$ cat src/rtl/rr_arbiter_pkg.sv
// Shared definitions for the round-robin arbiter: sizes, FSM encoding and a
// one-hot to binary index helper.
package arb_pkg;

    localparam int NUM_REQ = 16;
    localparam int IDX_W   = 4;

    typedef enum logic [1:0] {
        IDLE    = 2'd0,
        GRANT   = 2'd1,
        RELEASE = 2'd2
    } state_e;

    // An all-zero input maps to index 0.
    function automatic logic [IDX_W-1:0] onehot_to_idx(input logic [NUM_REQ-1:0] onehot);
        logic [IDX_W-1:0] idx;
        idx = '0;
        for (int i = 0; i < NUM_REQ; i++) begin
            if (onehot[i]) idx |= IDX_W'(i);
        end
        return idx;
    endfunction

endpackage

$ cat src/rtl/rr_arbiter_lsb_priority_select.sv
// Combinational lowest-set-bit selector: one-hot output, zero for zero input.
module lsb_priority_select
    import arb_pkg::*;
(
    input  logic [NUM_REQ-1:0] req_i,
    output logic [NUM_REQ-1:0] sel_o
);

    // Two's complement isolates the lowest set bit without a priority chain.
    assign sel_o = req_i & (~req_i + NUM_REQ'(1));

endmodule

$ cat config.mk
export PLATFORM = sky130hd
export DESIGN_NAME = lsb_priority_select
export DESIGN_NICKNAME = d
export VERILOG_FILES = /design/src/rtl/rr_arbiter_pkg.sv /design/src/rtl/rr_arbiter_lsb_priority_select.sv
export SDC_FILE = /design/constraint.sdc
export NUM_CORES = 1
export LEC_CHECK = 0
export ABC_AREA = 1
export CORE_AREA = 2 2 39 41
export DETAILED_ROUTE_END_ITERATION = 16
export DIE_AREA = 0 0 41 43
export RECOVER_POWER = 100
export SETUP_SLACK_MARGIN = 0.3
export SYNTH_ARGS = -nofsm -noshare
export SYNTH_HDL_FRONTEND = slang
export SYNTH_SLANG_ARGS = --single-unit
$ cat constraint.sdc
create_clock -name vclk -period 0.8
set_input_delay 0.16 -clock vclk [all_inputs]
set_output_delay 0.16 -clock vclk [all_outputs]
set_load 0.1 [all_outputs]
# Yosys cells after proc, flatten, opt, wreduce, memory -nomap -nowiden
# Cells that the tools add are included.
[word_totals] output_inout_bits=16 ff_bits=0 in_bits=16
[op_classes] n_bitwise=2 addsub=1
[ops] cell="16-bit by 1-bit adder with 16-bit output (second input constant)" n=1
[ops] cell="16-bit AND" n=1
[ops] cell="16-bit inverter" n=1

# Logic depth before layout (Yosys ltp)
# Gate-level depths: netlist (run 1).
[logic_depth] depth_word=3 depth_mapped=5 depth_no_buf=5

# Least setup slack after synthesis (run 1)
# No wires, ideal clock.
[synth_timing] kind="input port to output port" start="in req_i[8]" end="out sel_o[10]" path_slack_ns=-1.131 required_time_ns=0.640 t_arrival_ns=1.771 path_stages=5 path_cell_list="nor2_1 > inv_1 > nor2_1 > nand2_1 > nor2_1"
[synth_between] elab_chain_len=3
[synth_lines] item="start: declaration" line="rr_arbiter_lsb_priority_select.sv:5" text="input logic [NUM_REQ-1:0] req_i,"
[synth_lines] item="16-bit inverter" line="rr_arbiter_lsb_priority_select.sv:10" text="assign sel_o = req_i & (~req_i + NUM_REQ'(1));"
[synth_lines] item="16-bit by 1-bit adder with 16-bit output" line="rr_arbiter_lsb_priority_select.sv:10"
[synth_lines] item="16-bit AND" line="rr_arbiter_lsb_priority_select.sv:10"
[synth_lines] item="end: declaration" line="rr_arbiter_lsb_priority_select.sv:6" text="output logic [NUM_REQ-1:0] sel_o"
# Every way passes these cells.

# Final worst setup path (run 1)
[layout_timing] start="in req_i[1]" end="out sel_o[4]"
# The elaborated chain is that of the path after synthesis.

==> results of run 1 <==
[routing by layer]
layer / share of wire / vias to the layer above / routed length, um / global-route usage
met5: 0 / - / 0 / 0
met4: 0.015 / 0 / 21 / 0.00667
met3: 0.036 / 2 / 52 / 0.0209
met2: 0.58 / 15 / 833 / 0.334
met1: 0.37 / 242 / 529 / 0.196
li1: - / 273 / - / -
[critical path, stage by stage]
cell and delay (ns):
buf_6 0.09, buf_8 0.13, nor2_4 0.11, nand2_4 0.06
buf_4 0.13, buf_6 0.12, nor2_4 0.11, buf_12 0.18
[power by group through the flow]
stage	registers [mW]	clock network, mW	logic, mW
final	0	0	0.459
after CTS	0	0	0.451
after global placement	0	0	0.411
after global routing	0	0	0.484
after floorplan	0	0	0.208
after detailed placement	0	0	0.417
[stage by stage]
stage | power [mW] | setup TNS [ns] | utilization | worst slack, ns | hold WS, ns
detailed placement | 0.417 | -12.25 | 0.767 | -0.844 | 1.06
finish | 0.459 | -6.05 | 0.827 | -0.456 | 0.716
floorplan | 0.208 | -4.86 | - | -0.454 | 0.422
global placement | 0.411 | -11.88 | 0.767 | -0.815 | 1.07
global route | 0.484 | -6.61 | 0.827 | -0.508 | 0.734
CTS | 0.451 | -5.95 | 0.841 | -0.453 | 0.799
[final cells by class]
type | count | area [um2] | area share
Multi-Input combinational cell | 48 | 444 | 0.388
Timing Repair Buffer | 46 | 587 | 0.513
Inverter | 15 | 93.8 | 0.0820
Tap cell | 16 | 20.0 | 0.0175
[cell usage after synthesis]
| library cell | number | area share |
|---|---|---|
| nor2_1 | 26 | 0.38 |
| nand2_1 | 16 | 0.23 |
| inv_1 | 15 | 0.22 |
| nand3_1 | 2 | 0.039 |
| nand4_1 | 2 | 0.049 |
| nor2_2 | 2 | 0.049 |
| buf_4 | 1 | 0.029 |
[final timing paths]
path  cells past startpoint       end     start
max                       8  sel_o[4]  req_i[1]
min                       4  sel_o[9]  req_i[9]
[what timing repair did]
item,4_1_cts,5_1_grt
hold buffers,0,0
pin swaps,28,16
setup endpoints to repair,16,16
endpoints found under the hold margin,0,0
buffers inserted,2,3
resized for setup,65,17
[cell families after synthesis]
group                  Yosys count
buffers and inverters           16
and+or+nand+nor                 48
==> results.cfg, run 1 <==
[timing]
maxSlewViolCount = 0
fin_crit_sh = 1.57
worstMarginPinSlew_ns = 0.188
maxSlewHeadroom = 0.874
clock.fmax_mhz = 796
period_needed_ns = 1.26
setup_viol = 16
hold_viol_final = 0
setup_ws_ns = -0.456
rsz0062_at_grt = yes

[yosys]
ys_seq_area_frac = 0
synthMuxAreaShare = 0
yosysUniqueCellTypes = 7
synth_compound_area_frac = 0
yosys.area_share.simple = 0.751
ys_warn_count = 0
syn_avg_cell_area_um2 = 4.01
synthesis.nets = 80
synth_top_family_by_area = simple AND/OR/NAND/NOR gates
synth_xor_area_frac = 0
syn-instance-count = 64
synthAdderAreaFrac = 0
syn-cell-area_um2 = 256

[floorplanning]
fp.dieW_um = 41
core_area_mm2 = 0.00138
dieArea_mm2 = 0.00176
die_h_um = 43
pin_count = 32
row_count = 14
start_util = 0.185

[global_route]
grt_pass1_vias = 539
antenna_found_initial = 0
grt-ovfl-total = 0
grt_max_degree = 5
grt_pass1_wl_um = 2240
grt_usage = 0.174

[place]
dp_hpwl_um = 1090
portBuffers = 32
place.gp.congestion = 0.746
dpl-instance-area_mm2 = 0.00106
placedCellCount = 120

[setup_path]
cp.arrival_ns = 1.10
cp-end-kind = output port
start_kind = primary input
critPathKind = primary input to output port
worstPathRequired_ns = 0.64
path_max_fanout = 2

[power]
irDropWorstVdd_v = 0.000326
p_int_mw = 0.197
leakage_nw = 0.468
p_clk_frac = 0
swShare = 0.571
power_frac_comb = 1.000
pwr-share-seq = 0
p_switching_mw = 0.262
pwr_density_cell_mw_per_mm2 = 401

[cells_and_area]
drive_gt1_frac = 0.817
seq_area_um2 = 0
num_antenna_cells = 0
syn_to_final_growth_pct = 346
flops_and_latches = 0
layout_common_cells = nor2_4 (25), buf_12 (17), buf_6 (8)
fin_area_mm2 = 0.00114
final_common_cell = nor2_4
fillCellCount = 81
nClkBuffers = 0
fin_nets = 127
instances_no_fill = 125

[route]
viasPerCell = 4.26
routedWlPerCell_um = 11.5
num_vias = 532
drt_iter0_drc = 2
remaining_drc_errors = 0
drt-pass1-iter-count = 2
wl_um = 1440
postRouteAntennaNets = 0

[hold_path]
hp-class = primary input to output port

[run_status]
violations = negative setup slack
status = finished with violations

[job]
cap_violations = 0
(Power assumes the default switching activity.)
==> inputs of run 2 (changes only) <==
==> constraint.sdc (replaced) <==
create_clock -name vclk -period 1.3
set_input_delay 0.26 -clock vclk [all_inputs]
set_output_delay 0.26 -clock vclk [all_outputs]
set_load 0.1 [all_outputs]
==> results.cfg, run 2 (synthesis gave the netlist of run 1 again) <==
[cells_and_area]
drive_gt1_frac = 0.796
fin_area_mm2 = 0.00110
nClkBuffers = 0
final_common_cell = nor2_4
seq_area_um2 = 0
num_antenna_cells = 0
layout_common_cells = nor2_4 (24), buf_12 (15)
fin_nets = 126
flops_and_latches = 0
syn_to_final_growth_pct = 328

[floorplanning]
start_util = 0.185
dieArea_mm2 = 0.00176
pin_count = 32
die_h_um = 43
row_count = 14
core_area_mm2 = 0.00138
fp.dieW_um = 41

[timing]
worstMarginPinSlew_ns = 0.483
period_needed_ns = 1.46
hold_slack_ns = 0.898
maxSlewHeadroom = 0.680
hold_viol_final = 0
fin_crit_sh = 1.12
final.setup.tns_ns = -1.48
setup_viol = 14
clock.fmax_mhz = 684
rsz0062_at_grt = yes
maxSlewViolCount = 0
setup_ws_ns = -0.161

[global_route]
grtUsageMet3 = 0
grt-ovfl-total = 0
antenna_found_initial = 0
grt_pass1_wl_um = 2120
grt_pass1_vias = 504
grt_busiest_layer = met2
grt_use_met2 = 0.278
grtUsageMet1 = 0.234
grt_max_degree = 5
grt_usage = 0.163

[route]
routedWlPerCell_um = 9.77
drt-pass1-iter-count = 3
num_vias = 521
wl_um = 1210
postRouteAntennaNets = 0
drt_iter0_drc = 2
viasPerCell = 4.20
remaining_drc_errors = 0

[setup_path]
critPathTopFamily = simple AND/OR/NAND/NOR gates
path_max_fanout = 2
crit_top_cell = nor2_4
cp-end-kind = output port
worstPathRequired_ns = 1.04
cp.arrival_ns = 1.20
cp_slowest_stage_delay_ns = 0.18
cp_num_buf_inv = 3
cp_slowest_cell = buf_12
start_kind = primary input
critPathKind = primary input to output port
crit_chain = buf_6 -> buf_8 -> nor2_4 -> nand2_4 -> nor2_4 -> nand2_4 -> nor2_4 -> buf_12

[place]
place.gp.congestion = 0.743
dp_hpwl_um = 1040
dpl-instance-area_mm2 = 0.00106
portBuffers = 32

[power]
pwr_density_cell_mw_per_mm2 = 236
leakage_nw = 0.451
irDropWorstVdd_v = 0.000209

[job]
cap_violations = 0

[run_status]
violations = negative setup slack
status = finished with violations

[hold_path]
hp-class = primary input to output port
run 2: final cells by class:
cell class	instances	area, um2
Inverter	15	93.8
Tap cell	16	20.0
Multi-Input combinational cell	48	442
Timing Repair Buffer	45	543
Fill cell	88	285
run 2: routing by layer:
metal / vias to the layer above / part of all wire
met5: - / 0
met3: 0 / 0.035
met4: 0 / 0
met2: 12 / 0.56
met1: 236 / 0.40
li1: 273 / -
run 2: repair_timing:
item                                    4_1_cts  5_1_grt
buffers inserted                              1        1
hold buffers                                  0        0
gates resized for setup                      65       14
endpoints found under the setup margin       16       15
pin swaps                                    27       20
run 2: report_power, final:
| part | total, mW | internal, mW | switching [mW] |
|---|---|---|---|
| clock | 0 | 0 | 0 |
| combinational | 0.260 | 0.106 | 0.153 |
| sequential | 0 | 0 | 0 |
run 2: metrics by stage:
step | total power, mW | instances | util | setup slack (ns)
floorplan | 0.125 | 64 | - | -0.154
global placement | 0.253 | 122 | 0.769 | -0.541
detailed placement | 0.255 | 122 | 0.769 | -0.555
CTS | 0.270 | 123 | 0.824 | -0.156
global route | 0.275 | 124 | 0.794 | -0.205
finish | 0.260 | 124 | 0.794 | -0.161
run 2: final timing paths:
check	startpoint	end	slack, ns	cells past startpoint
worst min-delay path	req_i[9]	sel_o[9]	0.90	4
worst max-delay path	req_i[1]	sel_o[15]	-0.16	8
